## src/rtl/cpu_sequencer.sv

```systemverilog
// Multi-cycle instruction sequencer: fetches from RAM, evaluates the condition
// field against the flag register and steps through EXEC/MEM/WB.
module cpu_sequencer (
  input  logic        Clk,
  input  logic        Reset,
  input  logic        run,
  output logic        ram_en,
  output logic        ram_rw,
  output logic [15:0] ram_addr,
  input  logic [31:0] ram_rdata,
  input  logic [15:0] mem_addr,
  input  logic [3:0]  new_flag,
  output logic [31:0] instr,
  output logic [3:0]  cond,
  output logic [3:0]  opcode,
  output logic        s,
  output logic [3:0]  dest,
  output logic [3:0]  src2,
  output logic [3:0]  src1,
  output logic [4:0]  iv,
  output logic [3:0]  flags,
  output logic        reg_we,
  output logic        ldr,
  output logic        str,
  output logic [7:0]  pc,
  output logic [2:0]  state,
  output logic        halted
);

  typedef enum logic [2:0] {
    S_IDLE   = 3'd0,
    S_FETCH  = 3'd1,
    S_DECODE = 3'd2,
    S_EXEC   = 3'd3,
    S_MEM    = 3'd4,
    S_WB     = 3'd5,
    S_HALT   = 3'd6
  } state_t;

  localparam logic [3:0] OP_LDR  = 4'hC;
  localparam logic [3:0] OP_STR  = 4'hD;
  localparam logic [3:0] OP_HALT = 4'hF;

  state_t      state_reg;
  logic [7:0]  pc_reg;
  logic [31:0] instr_reg;
  logic [3:0]  flags_reg;

  logic        flag_n, flag_z, flag_c, flag_v;
  logic [15:0] cond_table;
  logic [3:0]  fetch_cond;
  logic [3:0]  fetch_opcode;
  logic        cond_pass;
  logic        is_ldr, is_str, is_mem_op;

  assign flag_n = flags_reg[3];
  assign flag_z = flags_reg[2];
  assign flag_c = flags_reg[1];
  assign flag_v = flags_reg[0];

  // The word is still on ram_rdata during DECODE, so the condition is judged
  // on the incoming fields rather than on the not-yet-latched instr register.
  assign fetch_cond   = ram_rdata[31:28];
  assign fetch_opcode = ram_rdata[27:24];

  genvar gi;
  generate
    for (gi = 0; gi < 16; gi = gi + 1) begin : g_cond
      if (gi == 0)      begin : g_al assign cond_table[gi] = 1'b1;     end
      else if (gi == 1) begin : g_eq assign cond_table[gi] = flag_z;   end
      else if (gi == 2) begin : g_ne assign cond_table[gi] = !flag_z;  end
      else if (gi == 3) begin : g_cs assign cond_table[gi] = flag_c;   end
      else if (gi == 4) begin : g_cc assign cond_table[gi] = !flag_c;  end
      else if (gi == 5) begin : g_mi assign cond_table[gi] = flag_n;   end
      else if (gi == 6) begin : g_pl assign cond_table[gi] = !flag_n;  end
      else if (gi == 7) begin : g_vs assign cond_table[gi] = flag_v;   end
      else if (gi == 8) begin : g_vc assign cond_table[gi] = !flag_v;  end
      else              begin : g_nv assign cond_table[gi] = 1'b0;     end
    end
  endgenerate

  assign cond_pass = cond_table[fetch_cond];

  assign is_ldr    = (instr_reg[27:24] == OP_LDR);
  assign is_str    = (instr_reg[27:24] == OP_STR);
  assign is_mem_op = is_ldr || is_str;

  always_ff @(posedge Clk) begin
    if (!Reset) begin
      state_reg <= S_IDLE;
      pc_reg    <= 8'h00;
      instr_reg <= 32'h0000_0000;
      flags_reg <= 4'h0;
    end else begin
      case (state_reg)
        S_IDLE: begin
          if (run) state_reg <= S_FETCH;
        end
        S_FETCH: begin
          state_reg <= S_DECODE;
        end
        S_DECODE: begin
          instr_reg <= ram_rdata;
          pc_reg    <= pc_reg + 8'd1;
          if (!cond_pass)
            state_reg <= S_FETCH;
          else if (fetch_opcode == OP_HALT)
            state_reg <= S_HALT;
          else
            state_reg <= S_EXEC;
        end
        S_EXEC: begin
          if (instr_reg[23] && !is_mem_op) flags_reg <= new_flag;
          state_reg <= is_mem_op ? S_MEM : S_WB;
        end
        S_MEM: begin
          state_reg <= S_WB;
        end
        S_WB: begin
          state_reg <= run ? S_FETCH : S_IDLE;
        end
        S_HALT: begin
          state_reg <= S_HALT;
        end
        default: begin
          state_reg <= S_IDLE;
        end
      endcase
    end
  end

  // Strobes decode the state register; gating with Reset keeps them quiet
  // in the cycle a reset is being applied, even mid-MEM.
  always_comb begin
    ram_en   = 1'b0;
    ram_rw   = 1'b1;
    ram_addr = 16'h0000;
    reg_we   = 1'b0;
    ldr      = 1'b0;
    str      = 1'b0;
    case (state_reg)
      S_FETCH: begin
        ram_en   = Reset;
        ram_addr = {8'h00, pc_reg};
      end
      S_MEM: begin
        ram_en   = Reset;
        ram_rw   = !is_str;
        ram_addr = mem_addr;
        str      = Reset && is_str;
      end
      S_WB: begin
        reg_we = Reset && !is_str;
        ldr    = Reset && is_ldr;
      end
      default: begin
        ram_en = 1'b0;
      end
    endcase
  end

  assign halted = (state_reg == S_HALT);
  assign state  = state_reg;
  assign pc     = pc_reg;
  assign flags  = flags_reg;
  assign instr  = instr_reg;
  assign cond   = instr_reg[31:28];
  assign opcode = instr_reg[27:24];
  assign s      = instr_reg[23];
  assign dest   = instr_reg[22:19];
  assign src2   = instr_reg[18:15];
  assign src1   = instr_reg[14:11];
  assign iv     = instr_reg[10:6];

endmodule

```

## config.mk

```make
export PLATFORM = sky130hd
export DESIGN_NAME = cpu_sequencer
export DESIGN_NICKNAME = d
export VERILOG_FILES = /design/src/rtl/cpu_sequencer.sv
export SDC_FILE = /design/constraint.sdc
export NUM_CORES = 1
export LEC_CHECK = 0
export BUFFER_PORTS_ARGS = -buffer_cell sky130_fd_sc_hd__buf_2
export CORE_ASPECT_RATIO = 1.25
export CORE_UTILIZATION = 42
export DETAILED_ROUTE_END_ITERATION = 16
export PLACE_DENSITY = 0.8
export SETUP_SLACK_MARGIN = 0.05
export SLEW_MARGIN = 15
export SYNTH_ARGS = -nofsm -noshare
export SYNTH_HDL_FRONTEND = slang
export SYNTH_SLANG_ARGS = --single-unit
```

## constraint.sdc

```tcl
create_clock -name Clk -period 2 [get_ports Clk]
set_clock_uncertainty 0.1 [all_clocks]
set_input_delay 0.4 -clock Clk [delete_from_list [all_inputs] [get_ports Clk]]
set_output_delay 0.4 -clock Clk [all_outputs]
set_load 0.01 [all_outputs]
```

==> reports/metrics.cfg <==
[outcome]
outcome = complete, no violations

[sta]
slew_violations = 0
fin_ws_ns = 0.129
period_needed_ns = 1.87
setup_viol = 0
rsz0062_at_grt = yes
maxSlewHeadroom_pct = 67.3
tightest_slew_ns = 0.487
fin_crit_sh_pct = 93.6
fmax_ghz = 0.534
hold_violations = 0

[cts]
cts_tree = built
h-tree-depth = 2
clock_sinks = 47
clkLatencyLatePin_ns = 0.29
clk_path_buf_depth = 2
cts-root-buf = clkbuf_8
hold_buffers = 0
clk_pin_slew_ns = 0.09
numCtsBuffers = 5

[drt]
first_pass_iters = 5
avgViaCountPerCell = 5.00
wl_per_cell_um = 12.3
num_vias = 2387
antenna_left = 0
drc = 0
wl_um = 5860
initialDrtViolationCount = 92

[yosys]
syn_inst = 289
ys_seq_area_share_pct = 41.5
synth-seq-cells = 47
syn_avg_cell_area_um2 = 7.85
ys_types = 38
syn_nets = 345
ys_warn_count = 0
netlist_area_um2 = 2270

[layout]
final_util_pct = 59.9
final_common_cell = buf_2
largest_register_ffs = 32
seq_area_um2 = 952
nets = 470
antenna_cells = 0
multi_input_area_um2 = 1080
final_cell_mix = buf_2 (149), nand2_1 (69), dfxtp_1 (42)
drive_gt1_share_pct = 44.8
fillCellCount = 476
area_growth_pct = 35.9

[worst_hold_path]
hold_depth = 3
hp-class = in -> reg
hold_end = instr[22]
min_from = ram_rdata[22]

[placement]
place_congestion = 0.897
io_buffers = 149
post-dp-hpwl_um = 4260
dp_slack_ns = -0.0121

[setup_path]
worstSetupPathType = reg -> out
cp.required_ns = 1.50
end_kind = output pin
timing.rr.end = state[2]
cp_data_arrival_time_ns = 1.37
reg2reg_slack_ns = 0.15
worstRegToRegCells = 5
crit_fanout = 9
rr_startpoint = flags[2]
worst_setup_path_start_kind = register

[floorplan]
design.core.area_um2 = 5150
rows = 29
ios = 150
die_area_um2 = 5700
dieHeight_um = 84.2
initial_utilization_pct = 44.1
die_x_um = 67.8

[power]
p_per_area_nw_per_um2 = 646
ir_drop_mv = 0.474
p_leak_nw = 1.61

[global_routing]
grt_start_max_net_pins = 39
grt_antenna_before_repair = 0
overflow = 0
grt_pass1_vias = 2060
grt_first_pass_wirelength_um = 9000
grt.total_usage_pct = 20.3

[run]
cap_viol_max_count = 0

[final cells by class]
| cell class | instances | share of cell area [%] |
|---|---|---|
| multi-input combinational | 192 | 35.0 |
| sequential | 47 | 30.9 |
| timing repair buffer | 162 | 27.5 |
| clock buffer | 7 | 3.12 |
| tap | 62 | 2.51 |
| inverter | 6 | 0.852 |
| clock inverter | 1 | 0.243 |
[Yosys cell counts, drive strengths merged]
library cell,n,area (µm²)
inv,6,22.5
maj3,1,10.0
nor2b,2,12.5
xor2,6,52.6
a211oi,2,25.0
or3b,1,8.76
nor3,3,20.0
nand2,69,259
o21a,1,7.51
or2,1,6.26
nand3,4,20.0
a22oi,8,60.1
or2b,1,7.51
dfxtp,47,941
buf,30,214
o21ai,2,10.0
a311oi,1,8.76
mux2,2,26.3
a21oi,36,180
o41a,1,11.3
nand4,5,31.3
mux2i,5,50.1
ha,1,12.5
xnor2,1,8.76
and4,1,8.76
clkbuf,14,52.6
o32a,1,10.0
a2111oi,2,25.0
nor2,25,101
o211a,1,10.0
and3,9,56.3
[repair_timing]
| action | in CTS | in global routing |
|---|---|---|
| gates resized for setup | 2 | 15 |
| gates cloned | 0 | 2 |
| pin swaps | 0 | 1 |
| setup buffers | 0 | 0 |
| endpoints found under the setup margin | 9 | 22 |
[where the power goes]
group | switching, mW | internal, mW | leakage [nW]
clock | 0.306 | 0.314 | 0.0505
sequential | 0.0347 | 0.975 | 0.384
combinational | 0.206 | 0.158 | 1.18
total | 0.547 | 1.45 | 1.61
[cell families (layout without fill, tap and decap cells)]
group,count (synthesis),in the layout,share of synthesized area (%)
XOR/XNOR,7,7,2.70
flip-flops,47,47,41.5
multiplexers,7,7,3.36
buffers and inverters,50,176,12.7
AND/OR/NAND/NOR,121,121,23.4
AO/OA/AOI/OAI,55,55,15.3
adder cells (fa/ha/maj),2,2,0.992
[through the flow]
| step | hold slack, ns | std cells | setup TNS [ns] | power [mW] | instance area [µm²] |
|---|---|---|---|---|---|
| 5_1_grt | 0.237 | 477 | 0 | 2.10 | 3090 |
| 3_5_place_dp | 0.348 | 467 | -0.0121 | 1.39 | 2920 |
| 6_report | 0.235 | 477 | 0 | 1.99 | 3090 |
| 3_3_place_gp | 0.339 | 467 | 0 | 1.38 | 2920 |
| 4_1_cts | 0.226 | 475 | 0 | 2.00 | 3020 |
| 2_1_floorplan | 0.381 | 289 | 0 | 1.24 | 2270 |
[how the worst max path moves through the flow]
stage,to,startpoint,slack [ns]
floorplan,ram_addr[5],state[2],0.07
global placement,state[2],ram_rdata[28],0.11
detailed placement,state[2],ram_rdata[28],-0.01
CTS,str,state[2],0.06
global route,ram_addr[2],state[0],0.03
finish,ram_addr[4],state[0],0.13
[routing by layer]
| metal | wire [µm] | vias up | GRT usage [%] |
|---|---|---|---|
| li1 | - | 1188 | - |
| met1 | 2380 | 1085 | 23.2 |
| met2 | 3030 | 104 | 36.3 |
| met3 | 374 | 10 | 4.08 |
| met4 | 72 | 0 | 6.19 |
| met5 | 0 | - | 0 |
[worst max-delay path: stages (launching register included)]
cell     delay, ns
dfxtp_4       0.40
nor2b_1       0.17
buf_4         0.19
a22oi_1       0.08
nor2_1        0.09
buf_2         0.14
(Power assumes the default switching activity.)
